$ cat src/rtl/cmp_seq_unit_if.sv
// Request/response bundle for the sequential compare unit: operands and opcode in,
// result word and ALU flags out, each side with its own valid/ready pair.
interface cmp_seq_unit_if #(
    parameter int WIDTH = 32
);
    logic             in_valid;
    logic             in_ready;
    logic [WIDTH-1:0] A;
    logic [WIDTH-1:0] B;
    logic             Sign;
    logic [2:0]       Op;
    logic             out_valid;
    logic             out_ready;
    logic [WIDTH-1:0] S;
    logic             Z;
    logic             V;
    logic             N;

    modport master (
        output in_valid, A, B, Sign, Op, out_ready,
        input  in_ready, out_valid, S, Z, V, N
    );

    modport slave (
        input  in_valid, A, B, Sign, Op, out_ready,
        output in_ready, out_valid, S, Z, V, N
    );
endinterface

$ cat src/rtl/cmp_seq_unit.sv
// Multi-mode EQ/NE/LT/LE/GT/GE comparator that scans operands MSB-first, CHUNK bits per cycle.
// Build option CMP_EARLY_EXIT_EN: stop scanning at the first unequal chunk (otherwise always NCHUNK cycles).
module cmp_seq_unit #(
    parameter int WIDTH = 32,
    parameter int CHUNK = 8
) (
    input  logic          clk,
    input  logic          rst_n,
    cmp_seq_unit_if.slave bus
);

    localparam int NCHUNK = WIDTH / CHUNK;
    localparam int IDX_W  = (NCHUNK > 1) ? $clog2(NCHUNK) : 1;
    localparam logic [IDX_W-1:0] IDX_TOP = IDX_W'(NCHUNK - 1);

    generate
        if ((WIDTH % CHUNK) != 0 || CHUNK < 1) begin : g_bad_width
            $error("cmp_seq_unit: WIDTH must be a positive multiple of CHUNK");
        end
    endgenerate

    typedef enum logic [1:0] {
        IDLE = 2'd0,
        SCAN = 2'd1,
        DONE = 2'd2
    } state_t;

    state_t           state_q;
    logic [WIDTH-1:0] a_q, b_q;
    logic             sign_q;
    logic [2:0]       op_q;
    logic [IDX_W-1:0] idx_q;
    logic             lt_q, gt_q, found_q;
    logic             out_valid_q;
    logic [WIDTH-1:0] s_q;
    logic             z_q, v_q, n_q;

    logic [CHUNK-1:0] a_ck, b_ck;
    logic             ck_lt, ck_gt;
    logic             lt_d, gt_d, found_d, decide_d;
    logic [IDX_W-1:0] idx_d;
    logic             legal_d, res_d;
    logic [WIDTH-1:0] s_d;

    function automatic logic op_legal(input logic [2:0] op);
        return op <= 3'd5;
    endfunction

    function automatic logic cmp_outcome(input logic [2:0] op, input logic lt, input logic gt);
        logic eq;
        eq = ~lt & ~gt;
        case (op)
            3'd0:    return eq;
            3'd1:    return ~eq;
            3'd2:    return lt;
            3'd3:    return lt | eq;
            3'd4:    return gt;
            3'd5:    return gt | eq;
            default: return 1'b0;
        endcase
    endfunction

    // Flipping the sign bit of the top chunk turns a two's-complement compare into an unsigned one.
    always_comb begin
        a_ck = a_q[int'(idx_q)*CHUNK +: CHUNK];
        b_ck = b_q[int'(idx_q)*CHUNK +: CHUNK];
        if (sign_q && idx_q == IDX_TOP) begin
            a_ck[CHUNK-1] = ~a_ck[CHUNK-1];
            b_ck[CHUNK-1] = ~b_ck[CHUNK-1];
        end
        ck_lt   = a_ck < b_ck;
        ck_gt   = a_ck > b_ck;
        lt_d    = found_q ? lt_q : ck_lt;
        gt_d    = found_q ? gt_q : ck_gt;
        found_d = found_q | ck_lt | ck_gt;
`ifdef CMP_EARLY_EXIT_EN
        decide_d = ck_lt | ck_gt | (idx_q == '0);
`else
        decide_d = (idx_q == '0);
`endif
        idx_d   = idx_q - 1'b1;
        legal_d = op_legal(op_q);
        res_d   = legal_d & cmp_outcome(op_q, lt_d, gt_d);
        s_d     = WIDTH'(res_d);
    end

    always_ff @(posedge clk) begin
        if (!rst_n) begin
            state_q     <= IDLE;
            idx_q       <= IDX_TOP;
            found_q     <= 1'b0;
            out_valid_q <= 1'b0;
            s_q         <= '0;
            z_q         <= 1'b1;
            v_q         <= 1'b0;
            n_q         <= 1'b0;
        end else begin
            case (state_q)
                IDLE: begin
                    if (bus.in_valid) begin
                        a_q     <= bus.A;
                        b_q     <= bus.B;
                        sign_q  <= bus.Sign;
                        op_q    <= bus.Op;
                        idx_q   <= IDX_TOP;
                        found_q <= 1'b0;
                        state_q <= SCAN;
                    end
                end
                SCAN: begin
                    lt_q    <= lt_d;
                    gt_q    <= gt_d;
                    found_q <= found_d;
                    if (decide_d) begin
                        s_q         <= s_d;
                        z_q         <= ~res_d;
                        v_q         <= ~legal_d;
                        n_q         <= lt_d;
                        out_valid_q <= 1'b1;
                        state_q     <= DONE;
                    end else begin
                        idx_q <= idx_d;
                    end
                end
                DONE: begin
                    if (bus.out_ready) begin
                        out_valid_q <= 1'b0;
                        state_q     <= IDLE;
                    end
                end
                default: state_q <= IDLE;
            endcase
        end
    end

    assign bus.in_ready  = (state_q == IDLE) && rst_n;
    assign bus.out_valid = out_valid_q;
    assign bus.S         = s_q;
    assign bus.Z         = z_q;
    assign bus.V         = v_q;
    assign bus.N         = n_q;

endmodule

$ cat src/flat_wrapper.sv
// flat-port wrapper written by rule: the top's interface ports become plain ports
module cmp_seq_unit_flat 
#(
    parameter int WIDTH = 32,
    parameter int CHUNK = 8
)
  (clk, rst_n, bus_in_valid, bus_A, bus_B, bus_Sign, bus_Op, bus_out_ready, bus_in_ready, bus_out_valid, bus_S, bus_Z, bus_V, bus_N);
  cmp_seq_unit_if #(.WIDTH(WIDTH)) bus_i ();
  input  logic clk;
  input  logic rst_n;
  input wire logic [$bits(bus_i.in_valid)-1:0] bus_in_valid;
  input wire logic [$bits(bus_i.A)-1:0] bus_A;
  input wire logic [$bits(bus_i.B)-1:0] bus_B;
  input wire logic [$bits(bus_i.Sign)-1:0] bus_Sign;
  input wire logic [$bits(bus_i.Op)-1:0] bus_Op;
  input wire logic [$bits(bus_i.out_ready)-1:0] bus_out_ready;
  output wire logic [$bits(bus_i.in_ready)-1:0] bus_in_ready;
  output wire logic [$bits(bus_i.out_valid)-1:0] bus_out_valid;
  output wire logic [$bits(bus_i.S)-1:0] bus_S;
  output wire logic [$bits(bus_i.Z)-1:0] bus_Z;
  output wire logic [$bits(bus_i.V)-1:0] bus_V;
  output wire logic [$bits(bus_i.N)-1:0] bus_N;
  assign bus_i.in_valid = bus_in_valid;
  assign bus_i.A = bus_A;
  assign bus_i.B = bus_B;
  assign bus_i.Sign = bus_Sign;
  assign bus_i.Op = bus_Op;
  assign bus_i.out_ready = bus_out_ready;
  assign bus_in_ready = bus_i.in_ready;
  assign bus_out_valid = bus_i.out_valid;
  assign bus_S = bus_i.S;
  assign bus_Z = bus_i.Z;
  assign bus_V = bus_i.V;
  assign bus_N = bus_i.N;
  cmp_seq_unit #(.WIDTH(WIDTH), .CHUNK(CHUNK)) u_core (.clk(clk), .rst_n(rst_n), .bus(bus_i));
endmodule
$ cat config.mk
export PLATFORM = sky130hd
export DESIGN_NAME = cmp_seq_unit_flat
export DESIGN_NICKNAME = d
export VERILOG_FILES = /design/src/rtl/cmp_seq_unit_if.sv /design/src/rtl/cmp_seq_unit.sv /design/src/flat_wrapper.sv
export SDC_FILE = /design/constraint.sdc
export NUM_CORES = 1
export LEC_CHECK = 0
export CORE_UTILIZATION = 50
export CTS_BUF_LIST = sky130_fd_sc_hd__clkbuf_8 sky130_fd_sc_hd__clkbuf_16
export DETAILED_ROUTE_END_ITERATION = 7
export PLACE_DENSITY = 0.85
export SLEW_MARGIN = 20
export SYNTH_ARGS = -nofsm -noshare
export SYNTH_HDL_FRONTEND = slang
export SYNTH_SLANG_ARGS = --single-unit
$ cat constraint.sdc
create_clock -name clk -period 8.13 [get_ports clk]
set_input_delay 2.0325 -clock clk [delete_from_list [all_inputs] [get_ports clk]]
set_output_delay 2.0325 -clock clk [all_outputs]
set_load 0.02 [all_outputs]
Word level (Yosys, flattened, before mapping)
Cells that the tools add are included.
{"block": "classes", "add_sub_neg": 1, "order_cmp": 3, "n_eq_ne": 12, "n_shift": 2, "n_mux": 17, "n_bitwise": 13, "reduce_logical": 14}
{"cell": "$shiftx A32 B6 Y8", "n": 2}
{"cell": "$reduce_and A3 Y1", "n": 4}
{"cell": "$mux W2", "n": 5}
{"cell": "$gt A8 B8 Y1", "n": 1}
{"cell": "$lt A8 B8 Y1", "n": 1}
{"cell": "$mux W1", "n": 7}
{"cell": "$not A1 Y1", "n": 7}
{"cell": "$eq A3 B2 Y1 const B", "n": 2}
{"cell": "$eq A3 B3 Y1 const B", "n": 2}
{"cell": "$ne A2 B2 Y1 const B", "n": 3}
{"cell": "$pmux W1 S6", "n": 1}
{"cell": "$pmux W2 S3", "n": 1}
{"cell": "$reduce_and A2 Y1", "n": 3}
{"cell": "$eq A2 B2 Y1 const B", "n": 2}
{"cell": "$logic_not A2 Y1", "n": 2}
{"cell": "$or A1 B1 Y1", "n": 4}
{"cell": "$pmux W1 S2", "n": 2}
{"cell": "$pmux W2 S2", "n": 1}
{"cell": "$reduce_bool A2 Y1", "n": 2}
{"cell": "$eq A3 B1 Y1 const B", "n": 1}
{"cell": "$le A3 B3 Y1 const B", "n": 1}
{"cell": "$logic_not A3 Y1", "n": 1}
{"cell": "$and A1 B1 Y1", "n": 2}
{"cell": "$eq A2 B1 Y1 const B", "n": 1}
{"cell": "other kinds (3)", "n": 4}
{"block": "totals", "register_bits": 80, "in_bits": 72, "out_inout_bits": 37, "word_cells": 76}

Longest topological paths before layout
Gate-level depths: netlist of the first run.
{"block": "depth", "ltp_word": 11, "ltp_mapped": 11}

Worst setup path before layout of the first run
OpenSTA, ideal clock, no wires.
{"block": "synth_path", "path_type": "input -> register", "startpoint": "input rst_n", "endpoint": "register u_core.a_q[0], enable pin", "setup_time_ns": 0.433, "t_arrival_ns": 4.100, "setup_slack_ns": 3.597, "path_stages": 3, "n_path_buf": 0, "cell_sequence": "nand2b_1 -> nor2_1 -> and2_1"}
{"block": "synth_via", "elab_chain_len": 1}
{"item": "start, declared", "line_no": "flat_wrapper.sv:10", "source": "input logic rst_n;"}
{"item": "$reduce_and A3 Y1 (no line)"}
{"item": "end signal, assigned", "line_no": "cmp_seq_unit.sv:101", "source": "a_q <= bus.A;"}
{"item": "end, declared", "line_no": "cmp_seq_unit.sv:29", "source": "logic [WIDTH-1:0] a_q, b_q;"}
No other way between the ends.
A chain may end at the register's enable or synchronous reset.

Final worst setup path of the first run
{"block": "layout_path", "startpoint": "input rst_n", "endpoint": "output bus_in_ready"}
{"block": "layout_via", "elab_chain_len": 1}
{"item": "$logic_and A1 B1 Y1", "line_no": "cmp_seq_unit.sv:136", "source": "assign bus.in_ready = (state_q == IDLE) && rst_n;"}
{"item": "end, declared", "line_no": "flat_wrapper.sv:17", "source": "output wire logic [$bits(bus_i.in_ready)-1:0] bus_in_ready;"}
No other way between the ends.

==> results.cfg, run 1 <==
[clocking]
post_cts_buffers = 0
post_cts_resized = 0
cts-root-buf = clkbuf_8
insertion_delay_ns = 0.35
path_clk_slew_ns = 0.08
cts_tree = done
clkSinkCount = 80
cts_hold_buf = 0
htree_levels = 3
cts_buffers = 9
clk_path_buf_depth = 2

[power_and_ir_drop]
p_leak_nw = 1.675
ir_drop_uv = 154.1
cellPowerDensity_nw_per_um2 = 205.1

[synth]
synth_area_um2 = 3567
synth_top_family_by_area = multiplexers
syn_inst = 232
yosys-top-cells-area = edfxtp_1 (59%), mux4_2 (10%), buf_4 (6.5%)
synth-compound-area-share_pct = 5.191
synth_seq_cells = 80
ys_types = 36
synth_most_common_cell = edfxtp_1
synth-edff-count = 70
yosys.area.top_type = edfxtp_1
synthTopCellsByCount = edfxtp_1 (70), buf_4 (31), mux4_2 (16), nor2_1 (14), inv_1 (13)
ys_warn_count = 0
yosys.area_share.simple_pct = 5.858
synthAdderAreaFrac_pct = 3.508
ys_dominant_reg_cell = edfxtp_1
async_flop_share_pct = 0
seq_area_frac_synth_pct = 64.54
avgSynthCellArea_um2 = 15.38
synth_top_area_share_pct = 58.93
synth-xor-area-share_pct = 0.7366
muxShareOfSynthArea_pct = 10.66

[setup_path]
endpoint_kind = output port
crit_fanout = 9
slowest_delay_ns = 0.62
timing.rr.end = u_core.bus.S[0]
critPathKind = input port to output port
worstReg2RegStart = u_core.idx_q[1]
r2r_setup_slack_ns = 4.95
r2r_cells = 9
cp.arrival_ns = 3.54
crit_required_ns = 6.10
crit_chain = clkdlybuf4s50_1, nand2b_1, nor2_1, clkdlybuf4s50_1
critPathMostFrequentCell = clkdlybuf4s50_1
cp-endpoint = bus_in_ready
critPathLaunchType = input port
crit_path_top_delay_cell = clkdlybuf4s50_1
startpoint = rst_n

[timing]
clock.fmax_mhz = 179.3
hold_violations = 0
finalCritPeriodShare_pct = 68.60
setup_tns_ns = 0
period_needed_ns = 5.577
tightest_slew_ns = 0.9505
slew_headroom_pct = 36.55
drv_slew = 0
rsz0062_at_grt = false
finClkSkew_ns = 0.003894
finalSetupViolCount = 0

[placed_design]
dp.cells = 399
gp_congestion = 0.7730
portBuffers = 77
hpwlAfterDp_um = 4262

[floorplan]
fp-row-count = 30
coreArea_um2 = 6832
die_w_um = 86.47
ios = 109
initial_core_util_pct = 52.22
die_area_um2 = 7476
fp.dieH_um = 86.47

[routing]
avgViaCountPerCell = 4.865
drt-initial-drc-count = 97
drtPass1Iterations = 4
ant_nets = 0
drc = 0
routed_wirelength_um = 5882
routedWlPerCell_um = 14.17
vias = 2019

[global_route]
grt_overflow = 0
grt_pass1_wl_um = 9860
grt_busiest_layer = met2
grt_util_met1_pct = 21.26
grt_antenna_before_repair = 0
track_usage_pct = 18.06
grt_pass1_vias = 2084
gr-usage-met3_pct = 5.333
use_met2_pct = 30.66
grt_max_degree = 69

[finish]
multiInputGateArea_um2 = 1044
drive_gt1_share_pct = 12.54
layout.nets = 396
syn2layout_area_growth_pct = 27.36
fill_cells = 479
final_cells = 415
num_antenna_cells = 0
regArea_um2 = 2302

[job]
maxCapViolCount = 0

[hold_path]
hp-class = flop to flop

[status]
status = finished, final reports clean
-- routing by layer --
| layer | wire, µm | vias to the layer above |
|---|---|---|
| li1 | - | 961 |
| met1 | 2458 | 956 |
| met2 | 2930 | 90 |
| met3 | 375 | 12 |
| met4 | 118 | 0 |
| met5 | 0 | - |
-- cell usage in the layout (no fill, tap or decap), types with 2 or more instances in the layout --
| cell type | instances |
|---|---|
| mux4_2 | 16 |
| edfxtp_1 | 70 |
| xor2_1 | 2 |
| a21oi_1 | 9 |
| dfxtp_1 | 10 |
| clkbuf_8 | 9 |
| mux2i_1 | 2 |
| nand2b_1 | 2 |
| nand3b_1 | 2 |
| a21boi_0 | 3 |
| inv_6 | 2 |
| nor2_1 | 14 |
| o21ai_0 | 5 |
| a221o_1 | 2 |
| o21ai_1 | 2 |
| conb_1 | 31 |
| nand4_2 | 2 |
| nand3_1 | 2 |
| ha_1 | 10 |
| buf_4 | 2 |
| bufinv_16 | 3 |
| inv_1 | 14 |
| nor2b_1 | 2 |
| a211oi_1 | 3 |
| nand2_1 | 12 |
| clkdlybuf4s50_1 | 77 |
-- power by group --
part	total, mW	internal, mW	switching, mW
clock network	0.348	0.205	0.143
logic	0.111	0.0587	0.0526
registers	0.472	0.465	0.00712
-- worst min-delay path by stage --
stage | from | endpoint | slack (ns) | cells past startpoint
finish | u_core.bus.V | u_core.bus.V | 0.46 | 2
global route | u_core.bus.V | u_core.bus.V | 0.51 | 2
CTS | u_core.bus.V | u_core.bus.V | 0.47 | 2
detailed placement | u_core.bus.V | u_core.bus.V | 0.46 | 2
global placement | u_core.bus.N | u_core.bus.N | 0.45 | 2
floorplan | u_core.bus.N | u_core.bus.N | 0.53 | 2
-- logic make-up after synthesis --
logic type	Yosys count
other	1
buffers and inverters	51
AND/OR/NAND/NOR	41
flip-flops	80
AO/OA/AOI/OAI	28
multiplexers	18
adder cells (fa/ha/maj)	10
XOR/XNOR	3
-- critical path, delay by kind of cell --
kind / cells / cell delay (ns)
AND/OR/NAND/NOR: 2 / 0.29
buffers and inverters: 2 / 1.22
-- flip-flops by register name, indices dropped and copies added, names as in the netlist --
register	flops
u_core.bus.N	1
u_core.state_q	2
u_core.b_q	32
u_core.lt_q	1
u_core.found_q	1
u_core.gt_q	1
u_core.bus.S	1
u_core.bus.out_valid	1
u_core.op_q	3
u_core.bus.Z	1
u_core.sign_q	1
u_core.a_q	32
u_core.idx_q	2
u_core.bus.V	1
-- cell type report --
cell class / instances / share of cell area [%]
clock inverter: 7 / 2.616
multi-input combinational: 131 / 22.97
sequential: 80 / 50.67
timing repair buffer: 79 / 17.30
clock buffer: 9 / 2.727
tap: 96 / 2.644
inverter: 13 / 1.074
-- through the flow --
| stage | worst slack [ns] | cell area [µm²] | hold slack (ns) | utilization [%] | power, mW |
|---|---|---|---|---|---|
| after floorplan | 3.597 | 3680 | 0.5333 | - | 0.5583 |
| final | 2.553 | 4543 | 0.4633 | 66.50 | 0.9318 |
| after detailed placement | 2.543 | 4300 | 0.4572 | 62.95 | 0.5941 |
| after CTS | 2.560 | 4543 | 0.4677 | 66.50 | 0.9399 |
| after global placement | 2.618 | 4300 | 0.4499 | 62.95 | 0.5906 |
| after global routing | 2.474 | 4543 | 0.5064 | 66.50 | 0.9691 |
Power figures use the tool's default switching activity.
==> run 2: changes to the inputs <==
--- a/config.mk
+++ b/config.mk
@@ -5,10 +5,10 @@
 export SDC_FILE = /design/constraint.sdc
 export NUM_CORES = 1
 export LEC_CHECK = 0
-export CORE_UTILIZATION = 50
+export CORE_UTILIZATION = 47
 export CTS_BUF_LIST = sky130_fd_sc_hd__clkbuf_8 sky130_fd_sc_hd__clkbuf_16
 export DETAILED_ROUTE_END_ITERATION = 7
-export PLACE_DENSITY = 0.85
+export PLACE_DENSITY = 0.8
 export SLEW_MARGIN = 20
 export SYNTH_ARGS = -nofsm -noshare
 export SYNTH_HDL_FRONTEND = slang
==> constraint.sdc (replaced) <==
create_clock -name clk -period 5.2 [get_ports clk]
set_input_delay 1.3 -clock clk [delete_from_list [all_inputs] [get_ports clk]]
set_output_delay 1.3 -clock clk [all_outputs]
set_load 0.02 [all_outputs]
==> run 2 against run 1 <==
Net effect: register-to-register slack got worse by 2.9 ns; routed wire length up 1.8%; design area fell by 1.3%; global-route usage down 1.2 points; setup slack lost 1.5 ns; critical path type unchanged.
==> results.cfg, run 2 (synthesis results as in run 1) <==
[timing]
drv_slew = 0
clock.fmax_mhz = 242.2
finalSetupViolCount = 0
rsz0062_at_grt = false
finClkSkew_ns = 0.01345
hold_ws_ns = 0.4634
finalCritPeriodShare_pct = 79.41
setup_tns_ns = 0
tightest_slew_ns = 0.8955
slew_headroom_pct = 40.22
period_needed_ns = 4.129
hold_violations = 0

[routing]
drtPass1Iterations = 4
drc = 0
routedWlPerCell_um = 14.32
drt-initial-drc-count = 92
routed_wirelength_um = 5986
ant_nets = 0
vias = 1989
avgViaCountPerCell = 4.758

[floorplan]
ios = 109
die_area_um2 = 7942
coreArea_um2 = 7292
fp.dieH_um = 89.12
fp-row-count = 31
die_w_um = 89.12
initial_core_util_pct = 48.92

[finish]
layout.nets = 396
syn2layout_area_growth_pct = 25.64
drive_gt1_share_pct = 12.54
layout_common_cells = clkdlybuf4s50_1 (77), edfxtp_1 (70), conb_1 (31)
final_cells = 418
fill_cells = 553
layout_commonest_cell = clkdlybuf4s50_1
top_regs = u_core.a_q x32, u_core.b_q x32, u_core.op_q x3
num_antenna_cells = 0

[setup_path]
crit_buf_inv = 2
crit_chain = clkdlybuf4s50_1, nand2b_1, nor2_1, clkdlybuf4s50_1
crit_path_top_delay_cell = clkdlybuf4s50_1
critPathKind = input port to output port
slowest_delay_ns = 0.63
crit_required_ns = 3.90
cp_top_family = buffers and inverters
critPathLaunchType = input port
endpoint_kind = output port
cp.arrival_ns = 2.83
crit_fanout = 9
critPathMostFrequentCell = clkdlybuf4s50_1

[global_route]
grt_antenna_before_repair = 0
grt_overflow = 0
grt_max_degree = 40
track_usage_pct = 16.85
grt_pass1_wl_um = 9487
grt_pass1_vias = 1994

[power_and_ir_drop]
ir_drop_uv = 184.6
cellPowerDensity_nw_per_um2 = 295.5
p_leak_nw = 1.637

[clocking]
post_cts_resized = 0
cts_tree = done
clkSinkCount = 80
clk_path_buf_depth = 2
cts_buffers = 9
post_cts_buffers = 0
path_clk_slew_ns = 0.09
cts_hold_buf = 0
cts-root-buf = clkbuf_8
insertion_delay_ns = 0.35
htree_levels = 3

[job]
maxCapViolCount = 0

[placed_design]
hpwlAfterDp_um = 4363
gp_congestion = 0.7900
portBuffers = 77
dp.cells = 402

[hold_path]
hp-class = flop to flop

[status]
status = finished, final reports clean
==> run 2: worst reg2reg max path, delay by kind of cell, from the launching register on <==
family | cells | cell delay [ns]
AOI/OAI and AO/OA | 5 | 1.11
adders and majority gates | 1 | 0.25
buffers and inverters | 2 | 0.46
DFF | 1 | 0.55
muxes | 1 | 0.55
and+or+nand+nor | 1 | 0.15
==> run 2: path summary, 6_finish.rpt <==
| check | from | to | slack [ns] | cells after the start |
|---|---|---|---|---|
| hold / removal | u_core.bus.N | u_core.bus.N | 0.46 | 2 |
| setup / recovery | rst_n | bus_in_ready | 1.07 | 4 |
| hold reg to reg | u_core.bus.N | u_core.bus.N | 0.46 | 2 |
| setup reg to reg | u_core.idx_q[0] | u_core.bus.S[0] | 2.05 | 10 |
==> run 2: layout make-up <==
type / count / area [µm²] / area share, %
Sequential cell: 80 / 2302 / 51.37
Multi-Input combinational cell: 131 / 1044 / 23.28
Timing Repair Buffer: 79 / 785.8 / 17.53
Clock buffer: 9 / 123.9 / 2.764
Tap cell: 99 / 123.9 / 2.764
Clock inverter: 7 / 53.80 / 1.200
Inverter: 13 / 48.80 / 1.089
==> run 2: where the power goes <==
| part | leakage, nW | internal [mW] | switching [mW] |
|---|---|---|---|
| registers | 0.729 | 0.727 | 0.0126 |
| logic | 0.824 | 0.0918 | 0.0813 |
| clock network | 0.0839 | 0.177 | 0.235 |
==> run 2: routing by layer <==
layer | vias to the layer above | share of wire (%) | global-route usage (%) | wire, µm
met2 | 86 | 50 | 27.27 | 2984
met1 | 935 | 42 | 20.85 | 2527
met5 | - | 0 | 0 | 0
met3 | 4 | 7.0 | 6.648 | 417
li1 | 964 | - | - | -
met4 | 0 | 0.95 | 5.628 | 57
==> run 2: stage by stage <==
stage | util, % | power, mW | setup WS, ns | instance area, µm²
3_5_place_dp | 59.03 | 0.9296 | 1.093 | 4304
6_report | 61.46 | 1.324 | 1.071 | 4482
3_3_place_gp | 59.03 | 0.9241 | 1.111 | 4304
2_1_floorplan | - | 0.8729 | 1.399 | 3680
5_1_grt | 61.46 | 1.383 | 0.9841 | 4482
4_1_cts | 61.46 | 1.337 | 1.073 | 4482
